## src/rtl/branch_predictor_if.sv

```systemverilog
// branch_predictor_if: request, prediction and branch-resolution signals of the gshare predictor.
// master = fetch/resolve side, slave = predictor.
interface branch_predictor_if #(
  parameter int ADDR_WIDTH = 32,
  parameter int GHR_WIDTH  = 4
);
  logic                  reqValid;
  logic [ADDR_WIDTH-1:0] reqPc;
  logic                  reqIsBranch;
  logic                  predValid;
  logic                  predIsNextPcPredicted;
  logic [ADDR_WIDTH-1:0] predNextPc;
  logic                  predTaken;
  logic [GHR_WIDTH-1:0]  predGhr;
  logic                  updValid;
  logic [ADDR_WIDTH-1:0] updPc;
  logic                  updTaken;
  logic [ADDR_WIDTH-1:0] updTarget;
  logic [GHR_WIDTH-1:0]  updGhr;
  logic                  updMispredict;
  modport master (
    output reqValid, reqPc, reqIsBranch, updValid, updPc, updTaken, updTarget, updGhr, updMispredict,
    input  predValid, predIsNextPcPredicted, predNextPc, predTaken, predGhr
  );
  modport slave (
    input  reqValid, reqPc, reqIsBranch, updValid, updPc, updTaken, updTarget, updGhr, updMispredict,
    output predValid, predIsNextPcPredicted, predNextPc, predTaken, predGhr
  );
endinterface

```

## src/rtl/branch_predictor.sv

```systemverilog
// branch_predictor: gshare direction predictor with speculative GHR and registered prediction record.
// Define BRANCH_PREDICTOR_BTB_EN to add the direct-mapped BTB supplying taken targets.
module branch_predictor #(
  parameter int ADDR_WIDTH      = 32,
  parameter int GHR_WIDTH       = 4,
  parameter int PHT_INDEX_WIDTH = 6,
  parameter int BTB_INDEX_WIDTH = 4,
  parameter int BTB_TAG_WIDTH   = 8
) (
  input logic clk,
  input logic rstN,
  branch_predictor_if.slave bp
);
  localparam int PHT_N = 1 << PHT_INDEX_WIDTH;
  logic [GHR_WIDTH-1:0]       ghr_q, ghr_d;
  logic [1:0]                 pht_q [PHT_N];
  logic [1:0]                 pht_d;
  logic [PHT_INDEX_WIDTH-1:0] req_idx, upd_idx;
  logic                       taken, btb_hit;
  logic [ADDR_WIDTH-1:0]      btb_tgt;
  logic                       pred_valid_q, pred_np_q, pred_np_d, pred_taken_q;
  logic [ADDR_WIDTH-1:0]      pred_pc_q, pred_pc_d;
  logic [GHR_WIDTH-1:0]       pred_ghr_q;
  assign req_idx = bp.reqPc[PHT_INDEX_WIDTH+1:2] ^ PHT_INDEX_WIDTH'(ghr_q);
  assign upd_idx = bp.updPc[PHT_INDEX_WIDTH+1:2] ^ PHT_INDEX_WIDTH'(bp.updGhr);
  assign taken   = bp.reqIsBranch & pht_q[req_idx][1];
`ifdef BRANCH_PREDICTOR_BTB_EN
  localparam int BTB_N = 1 << BTB_INDEX_WIDTH;
  logic                       btb_v_q   [BTB_N];
  logic [BTB_TAG_WIDTH-1:0]   btb_tag_q [BTB_N];
  logic [ADDR_WIDTH-1:0]      btb_tgt_q [BTB_N];
  logic [BTB_INDEX_WIDTH-1:0] req_bi, upd_bi;
  assign req_bi  = bp.reqPc[BTB_INDEX_WIDTH+1:2];
  assign upd_bi  = bp.updPc[BTB_INDEX_WIDTH+1:2];
  assign btb_hit = btb_v_q[req_bi] && (btb_tag_q[req_bi] == bp.reqPc[BTB_INDEX_WIDTH+2 +: BTB_TAG_WIDTH]);
  assign btb_tgt = btb_tgt_q[req_bi];
  always_ff @(posedge clk or negedge rstN)
    if (!rstN)
      for (int i = 0; i < BTB_N; i++) btb_v_q[i] <= 1'b0;
    else if (bp.updValid && bp.updTaken)
      btb_v_q[upd_bi] <= 1'b1;
  // Tag and target storage needs no reset; the valid bit guards it.
  always_ff @(posedge clk)
    if (bp.updValid && bp.updTaken) begin
      btb_tag_q[upd_bi] <= bp.updPc[BTB_INDEX_WIDTH+2 +: BTB_TAG_WIDTH];
      btb_tgt_q[upd_bi] <= bp.updTarget;
    end
`else
  assign btb_hit = 1'b0;
  assign btb_tgt = '0;
`endif
  always_comb begin
    pht_d     = bp.updTaken ? ((pht_q[upd_idx] == 2'b11) ? 2'b11 : pht_q[upd_idx] + 2'b01)
                            : ((pht_q[upd_idx] == 2'b00) ? 2'b00 : pht_q[upd_idx] - 2'b01);
    pred_np_d = bp.reqIsBranch & (~taken | btb_hit);
    pred_pc_d = !bp.reqIsBranch ? '0 : !taken ? bp.reqPc + ADDR_WIDTH'(4) : btb_hit ? btb_tgt : '0;
    // Mispredict repair wins over the speculative shift of a same-cycle request.
    ghr_d     = (bp.updValid & bp.updMispredict) ? {bp.updGhr[GHR_WIDTH-2:0], bp.updTaken}
              : (bp.reqValid & bp.reqIsBranch)   ? {ghr_q[GHR_WIDTH-2:0], taken}
              : ghr_q;
  end
  always_ff @(posedge clk or negedge rstN)
    if (!rstN)
      for (int i = 0; i < PHT_N; i++) pht_q[i] <= 2'b01;
    else if (bp.updValid)
      pht_q[upd_idx] <= pht_d;
  always_ff @(posedge clk or negedge rstN)
    if (!rstN) begin
      ghr_q        <= '0;
      pred_valid_q <= 1'b0;
      pred_np_q    <= 1'b0;
      pred_pc_q    <= '0;
      pred_taken_q <= 1'b0;
      pred_ghr_q   <= '0;
    end else begin
      ghr_q        <= ghr_d;
      pred_valid_q <= bp.reqValid;
      if (bp.reqValid) begin
        pred_np_q    <= pred_np_d;
        pred_pc_q    <= pred_pc_d;
        pred_taken_q <= taken;
        pred_ghr_q   <= ghr_q;
      end
    end
  assign bp.predValid             = pred_valid_q;
  assign bp.predIsNextPcPredicted = pred_np_q;
  assign bp.predNextPc            = pred_pc_q;
  assign bp.predTaken             = pred_taken_q;
  assign bp.predGhr               = pred_ghr_q;
endmodule

```

## src/flat_wrapper.sv

```systemverilog
// flat-port wrapper written by rule: the top's interface ports become plain ports
module branch_predictor_flat 
#(
  parameter int ADDR_WIDTH      = 32,
  parameter int GHR_WIDTH       = 4,
  parameter int PHT_INDEX_WIDTH = 6,
  parameter int BTB_INDEX_WIDTH = 4,
  parameter int BTB_TAG_WIDTH   = 8
)
  (clk, rstN, bp_reqValid, bp_reqPc, bp_reqIsBranch, bp_updValid, bp_updPc, bp_updTaken, bp_updTarget, bp_updGhr, bp_updMispredict, bp_predValid, bp_predIsNextPcPredicted, bp_predNextPc, bp_predTaken, bp_predGhr);
  branch_predictor_if #(.ADDR_WIDTH(ADDR_WIDTH), .GHR_WIDTH(GHR_WIDTH)) bp_i ();
  input logic clk;
  input logic rstN;
  input wire logic [$bits(bp_i.reqValid)-1:0] bp_reqValid;
  input wire logic [$bits(bp_i.reqPc)-1:0] bp_reqPc;
  input wire logic [$bits(bp_i.reqIsBranch)-1:0] bp_reqIsBranch;
  input wire logic [$bits(bp_i.updValid)-1:0] bp_updValid;
  input wire logic [$bits(bp_i.updPc)-1:0] bp_updPc;
  input wire logic [$bits(bp_i.updTaken)-1:0] bp_updTaken;
  input wire logic [$bits(bp_i.updTarget)-1:0] bp_updTarget;
  input wire logic [$bits(bp_i.updGhr)-1:0] bp_updGhr;
  input wire logic [$bits(bp_i.updMispredict)-1:0] bp_updMispredict;
  output wire logic [$bits(bp_i.predValid)-1:0] bp_predValid;
  output wire logic [$bits(bp_i.predIsNextPcPredicted)-1:0] bp_predIsNextPcPredicted;
  output wire logic [$bits(bp_i.predNextPc)-1:0] bp_predNextPc;
  output wire logic [$bits(bp_i.predTaken)-1:0] bp_predTaken;
  output wire logic [$bits(bp_i.predGhr)-1:0] bp_predGhr;
  assign bp_i.reqValid = bp_reqValid;
  assign bp_i.reqPc = bp_reqPc;
  assign bp_i.reqIsBranch = bp_reqIsBranch;
  assign bp_i.updValid = bp_updValid;
  assign bp_i.updPc = bp_updPc;
  assign bp_i.updTaken = bp_updTaken;
  assign bp_i.updTarget = bp_updTarget;
  assign bp_i.updGhr = bp_updGhr;
  assign bp_i.updMispredict = bp_updMispredict;
  assign bp_predValid = bp_i.predValid;
  assign bp_predIsNextPcPredicted = bp_i.predIsNextPcPredicted;
  assign bp_predNextPc = bp_i.predNextPc;
  assign bp_predTaken = bp_i.predTaken;
  assign bp_predGhr = bp_i.predGhr;
  branch_predictor #(.ADDR_WIDTH(ADDR_WIDTH), .GHR_WIDTH(GHR_WIDTH), .PHT_INDEX_WIDTH(PHT_INDEX_WIDTH), .BTB_INDEX_WIDTH(BTB_INDEX_WIDTH), .BTB_TAG_WIDTH(BTB_TAG_WIDTH)) u_core (.clk(clk), .rstN(rstN), .bp(bp_i));
endmodule
```

## config.mk

```make
export PLATFORM = sky130hd
export DESIGN_NAME = branch_predictor_flat
export DESIGN_NICKNAME = d
export VERILOG_FILES = /design/src/rtl/branch_predictor_if.sv /design/src/rtl/branch_predictor.sv /design/src/flat_wrapper.sv
export SDC_FILE = /design/constraint.sdc
export NUM_CORES = 1
export LEC_CHECK = 0
export CAP_MARGIN = 10
export CORE_ASPECT_RATIO = 1.5
export CORE_MARGIN = 3
export CORE_UTILIZATION = 30
export DETAILED_ROUTE_END_ITERATION = 12
export HOLD_SLACK_MARGIN = 0.15
export SLEW_MARGIN = 40
export SYNTH_ARGS = -nofsm -noshare
export SYNTH_HDL_FRONTEND = slang
export SYNTH_SLANG_ARGS = --single-unit
```

## constraint.sdc

```tcl
create_clock -name clk -period 8.6 [get_ports clk]
set_clock_uncertainty 0.15 [all_clocks]
set_input_delay 1.72 -clock clk [delete_from_list [all_inputs] [get_ports clk]]
set_output_delay 1.72 -clock clk [all_outputs]
set_load 0.05 [all_outputs]
```

==> results.cfg, run 1 <==
[global_route]
grt_pass1_wl_um = 42550
track_usage = 0.1622
grt_max_degree = 70
overflow = 0
antenna_found_initial = 0
grt_pass1_vias = 7369

[critical_path]
r2r-start = u_core.pht_q[53]
critPathCaptureType = flip-flop
ff2ff_path_depth = 8
critPathRequiredTime_ns = 8.78
path_delay_family = buffers and inverters
path_class = primary input to flip-flop
crit_fanout = 43
worst-path-buf-inv = 3
crit_slowest_cell = maj3_2
start_kind = primary input
crit_chain = clkdlybuf4s50_1, xor2_2, buf_4, mux2_2, a221oi_1, o22ai_1, a221oi_1, o311a_1, maj3_2, buf_4, o31ai_1
arrival_ns = 6.12
cp-startpoint = bp_updGhr[0]
max_stage_delay_ns = 0.73
path_depth = 11

[synth]
syn-instance-count = 945
netlist_area_sq_um = 9550
synth-main-ff-cell = dfrtp_1
synth_seq_cells = 171
yosys-top-cells-area = dfrtp_1 28%, dfstp_2 18%, nor2_1 5.5%
synth_warnings = 0
yosys.area.top_type = dfrtp_1
ys_seq_area_frac = 0.4564
synth_cell_types = 59
synth_fp_nets = 1053
synth_edf_count = 0
synth_top_area_share = 0.2804
syn-mean-instance-area_sq_um = 10.11
postSynth.asyncResetShare = 1.000

[timing]
finalCriticalPeriod_ns = 5.937
holdWs_ns = 0.3291
fmax_ghz = 0.1684
final.setup.worst_slack_ns = 2.663
final_hold_viol_count = 0
slew_violations = 0
setup-tns-final_ns = 0
setup_viol_count_final = 0
relSlewSlack = 0.4322
rsz0062_at_grt = no
period_share = 0.6903
worstMarginPinSlew_ns = 0.8497

[final_layout]
syn_to_final_growth_pct = 19.11
layout_common_cells = 137 x nor2_1, 107 x dfrtp_1, 96 x nand2_1
nNetsFinal = 1115
final_common_cell = nor2_1
n_antenna_cell = 0
drive_gt1_frac = 0.2343

[placement]
port-buffer-count = 87
post-place-ws_ns = 2.178
gp_routability_congestion = 0.7988
hpwl_um = 18550

[cts]
cts_buffers = 17
postCtsSetupRepairBufs = 0
clk_path_buf_depth = 2
cts_sinks = 171
cts_tree = built
hold_buffers = 0
clk_latency_ns = 0.44
ctsResizeCount = 0
h-tree-depth = 4
clk_pin_slew_ns = 0.07
cts_root_buffer = clkbuf_16

[die]
io_pins = 146
die_h_um = 224.5
die_w_um = 151.7
die_area_sq_um = 34060
start_util = 0.3058
num_rows = 79
coreArea_sq_um = 31240

[flow_run]
cap_violations = 0

[run_status]
outcome = finished clean

[detailed_routing]
drt-pass1-iter-count = 5
first_iter_violations = 612
routed_wl_um = 27500
via_per_inst = 5.214
vias = 7430
antenna_left = 0
wire_per_inst_um = 19.30
route.detailed.drc = 0

[hold_path]
hold_depth = 2
hold_start = u_core.pht_q[80]
min_path_type = flip-flop to flip-flop

[pwr]
leakagePower_nw = 4.264
vdd_drop_max_v = 0.0001582
powerDensity_nw_per_um2 = 252.0
-- metrics by stage --
step | utilization | power [mW] | instance area (sq um) | instances
after global routing | 0.3642 | 3.014 | 11380 | 1425
after global placement | 0.3418 | 2.054 | 10680 | 1391
final | 0.3642 | 2.866 | 11380 | 1425
after detailed placement | 0.3442 | 2.082 | 10750 | 1393
after CTS | 0.3634 | 2.884 | 11350 | 1425
after floorplan | - | 1.804 | 9550 | 945
-- kinds of logic after synthesis --
group	after synthesis	share of synthesized area
xor+xnor	41	0.04271
buf+inv	104	0.05633
mux	56	0.1014
fa+ha+maj	3	0.003537
flops	171	0.4564
simple gates	302	0.1343
compound gates	268	0.2053
-- flip-flops by register name, indices dropped and copies added (netlist names) --
register                         flops
u_core.pht_q                       128
u_core.bp.predNextPc                32
u_core.bp.predGhr                    4
u_core.ghr_q                         4
u_core.bp.predIsNextPcPredicted      1
u_core.bp.predTaken                  1
u_core.bp.predValid                  1
-- area by class of cell --
cell class | count | area [sq um]
clock inverters | 15 | 175.2
multi-input cells | 670 | 4718
inverters | 41 | 153.9
repair buffers | 106 | 1037
well taps | 405 | 506.7
clock buffers | 17 | 425.4
flip-flops and latches | 171 | 4359
fillers | 3156 | 19860
-- cell usage after synthesis, types with 6 or more instances --
cell type / instances
o31ai_2: 26
o22ai_2: 29
clkbuf_1: 34
a31oi_1: 15
o21ai_0: 71
nor2_1: 139
a221oi_1: 15
a21oi_1: 68
buf_2: 11
nand4_1: 8
nand2_1: 100
mux4_1: 11
nand3_1: 18
mux4_2: 16
nor3_1: 11
a22oi_1: 20
mux2_2: 23
dfrtp_1: 107
o22ai_1: 6
xor2_1: 20
inv_1: 41
dfstp_2: 64
mux2i_1: 6
xnor2_1: 16
buf_6: 9
-- power breakdown --
group | total [mW] | switching [mW] | internal (mW)
Clock | 0.799 | 0.343 | 0.456
Combinational | 0.866 | 0.501 | 0.366
Sequential | 1.20 | 0.138 | 1.06
-- tightest hold or removal path, stage by stage (launching register included) --
cell and delay (ns):
dfstp_2 0.37, nand2_1 0.04, o21ai_0 0.07
-- worst paths after layout --
check	slack [ns]	to
max	2.66	u_core.pht_q[104]
min	0.33	u_core.pht_q[80]
max reg2reg	4.99	u_core.pht_q[104]
min reg2reg	0.33	u_core.pht_q[80]
max in group asynchronous	5.29	u_core.pht_q[47]
min in group asynchronous	1.13	u_core.bp.predNextPc[15]
-- layer usage --
layer	wire [um]	global-route usage	part of all wire	vias up
met1	10930	0.1954	0.40	3624
met5	0	0	0	-
met3	1676	0.03790	0.061	51
met4	977	0.06527	0.036	0
met2	13910	0.2776	0.51	243
li1	-	-	-	3512
No activity file was read; power rests on OpenSTA's default activity.
==> inputs of run 2 (changes only) <==
clock period = 6.19 ns   (was 8.6 ns; I/O delays follow)
==> results.cfg, run 2 (same netlist as run 1, synthesis figures left out) <==
[detailed_routing]
wl_met3_um = 1649
routed_wl_um = 28070
wl_met2_um = 14130
antenna_left = 0
via_per_inst = 5.255
wl_met1_um = 11230
wire_per_inst_um = 19.64
route.detailed.drc = 0
drt-pass1-iter-count = 5
first_iter_violations = 547
vias = 7509
highest_layer = met5

[timing]
fmax_ghz = 0.1993
final_hold_viol_count = 0
setup-tns-final_ns = 0
finalCriticalPeriod_ns = 5.018
relSlewSlack = 0.4534
setup_viol_count_final = 0
rsz0062_at_grt = no
worstMarginPinSlew_ns = 0.8180
period_share = 0.8107
slew_violations = 0

[final_layout]
n_antenna_cell = 0
regMostFlops = u_core.pht_q
syn_to_final_growth_pct = 19.15
instances_no_fill = 1429
largest_register_ffs = 128
drive_gt1_frac = 0.2412
final_common_cell = nor2_1
fin_util = 0.3643
layout_common_cells = 137 x nor2_1, 107 x dfrtp_1, 94 x nand2_1
nNetsFinal = 1119

[cts]
clk_latency_ns = 0.44
ctsResizeCount = 0
postCtsSetupRepairBufs = 0
cts_buffers = 17
clk_path_buf_depth = 2
cts_root_buffer = clkbuf_16
cts_tree = built
hold_buffers = 0
cts_sinks = 171
clk_pin_slew_ns = 0.06
h-tree-depth = 4

[critical_path]
worst-path-buf-inv = 3
path_class = primary input to flip-flop
arrival_ns = 5.21
r2r-start = u_core.ghr_q[0]
max_stage_delay_ns = 0.68
crit_slowest_cell = xor2_4
critPathCaptureType = flip-flop
crit_fanout = 42
path_delay_family = buffers and inverters
ff2ff_path_depth = 9
reg2reg_slack_ns = 2.84
start_kind = primary input
r2r-end = u_core.bp.predNextPc[1]
critPathRequiredTime_ns = 6.39
cp_common_cell = nand3_1
crit_chain = clkdlybuf4s50_1, xor2_4, buf_4, mux4_2, nand3_1, nand3_1, a221oi_1, o311a_1, maj3_2, buf_12, o21ai_0

[hold_path]
hold_depth = 2
min_to = u_core.pht_q[94]
min_path_type = flip-flop to flip-flop
hold_start = u_core.pht_q[94]

[placement]
port-buffer-count = 87
gp_routability_congestion = 0.8692
placed_cells = 1397
hpwl_um = 19080

[die]
io_pins = 146
die_h_um = 224.5
die_area_sq_um = 34060
num_rows = 79
die_w_um = 151.7
coreArea_sq_um = 31240
start_util = 0.3058

[pwr]
powerDensity_nw_per_um2 = 345.3
leakagePower_nw = 4.268
p_total_mw = 3.929
vdd_drop_max_v = 0.0001893

[run_status]
outcome = finished clean

[global_route]
overflow = 0
track_usage = 0.1646
grt_pass1_vias = 7465
grt_max_degree = 90
grt_pass1_wl_um = 43080
antenna_found_initial = 2

[flow_run]
cap_violations = 0
[run 2: where the power goes]
| part | switching [mW] | internal (mW) |
|---|---|---|
| clock network | 0.477 | 0.551 |
| logic | 0.710 | 0.520 |
| registers | 0.195 | 1.48 |
| total | 1.38 | 2.55 |
[run 2: metal layers]
metal  GRT usage  vias to the layer above
li1            -                     3527
met4     0.07514                        4
met1      0.2016                     3648
met2      0.2773                      274
met5           0                        -
met3     0.03326                       56
[run 2: metrics by stage]
| stage | area, sq um | setup slack, ns | hold slack, ns |
|---|---|---|---|
| 2_1_floorplan | 9550 | 1.989 | 0.3048 |
| 6_report | 11380 | 1.172 | 0.3241 |
| 3_3_place_gp | 10750 | 0.7750 | 0.3132 |
| 4_1_cts | 11350 | 1.159 | 0.3279 |
| 3_5_place_dp | 10800 | 0.7169 | 0.3184 |
| 5_1_grt | 11380 | 0.9907 | 0.3421 |
[run 2: cell type report]
cell class | count | area (sq um)
inverters | 41 | 153.9
clock buffers | 17 | 425.4
flip-flops and latches | 171 | 4359
multi-input cells | 670 | 4738
fillers | 3144 | 19860
well taps | 405 | 506.7
clock inverters | 15 | 127.6
repair buffers | 110 | 1069
[run 2: how the worst max path moves through the flow]
stage | start | to | cells after the start
2_1_floorplan | bp_reqPc[2] | u_core.bp.predNextPc[11] | 10
3_3_place_gp | bp_updGhr[1] | u_core.pht_q[106] | 11
3_5_place_dp | bp_updGhr[1] | u_core.pht_q[22] | 11
4_1_cts | bp_updPc[3] | u_core.pht_q[60] | 11
5_1_grt | bp_updPc[3] | u_core.pht_q[110] | 11
6_report | bp_updGhr[1] | u_core.pht_q[22] | 11
[run 2: tightest hold or removal path: cells and delay by family (launching register included)]
| kind | cells | cell delay, ns |
|---|---|---|
| flip-flops | 1 | 0.37 |
| AO/OA/AOI/OAI | 1 | 0.06 |
| AND/OR/NAND/NOR | 1 | 0.04 |
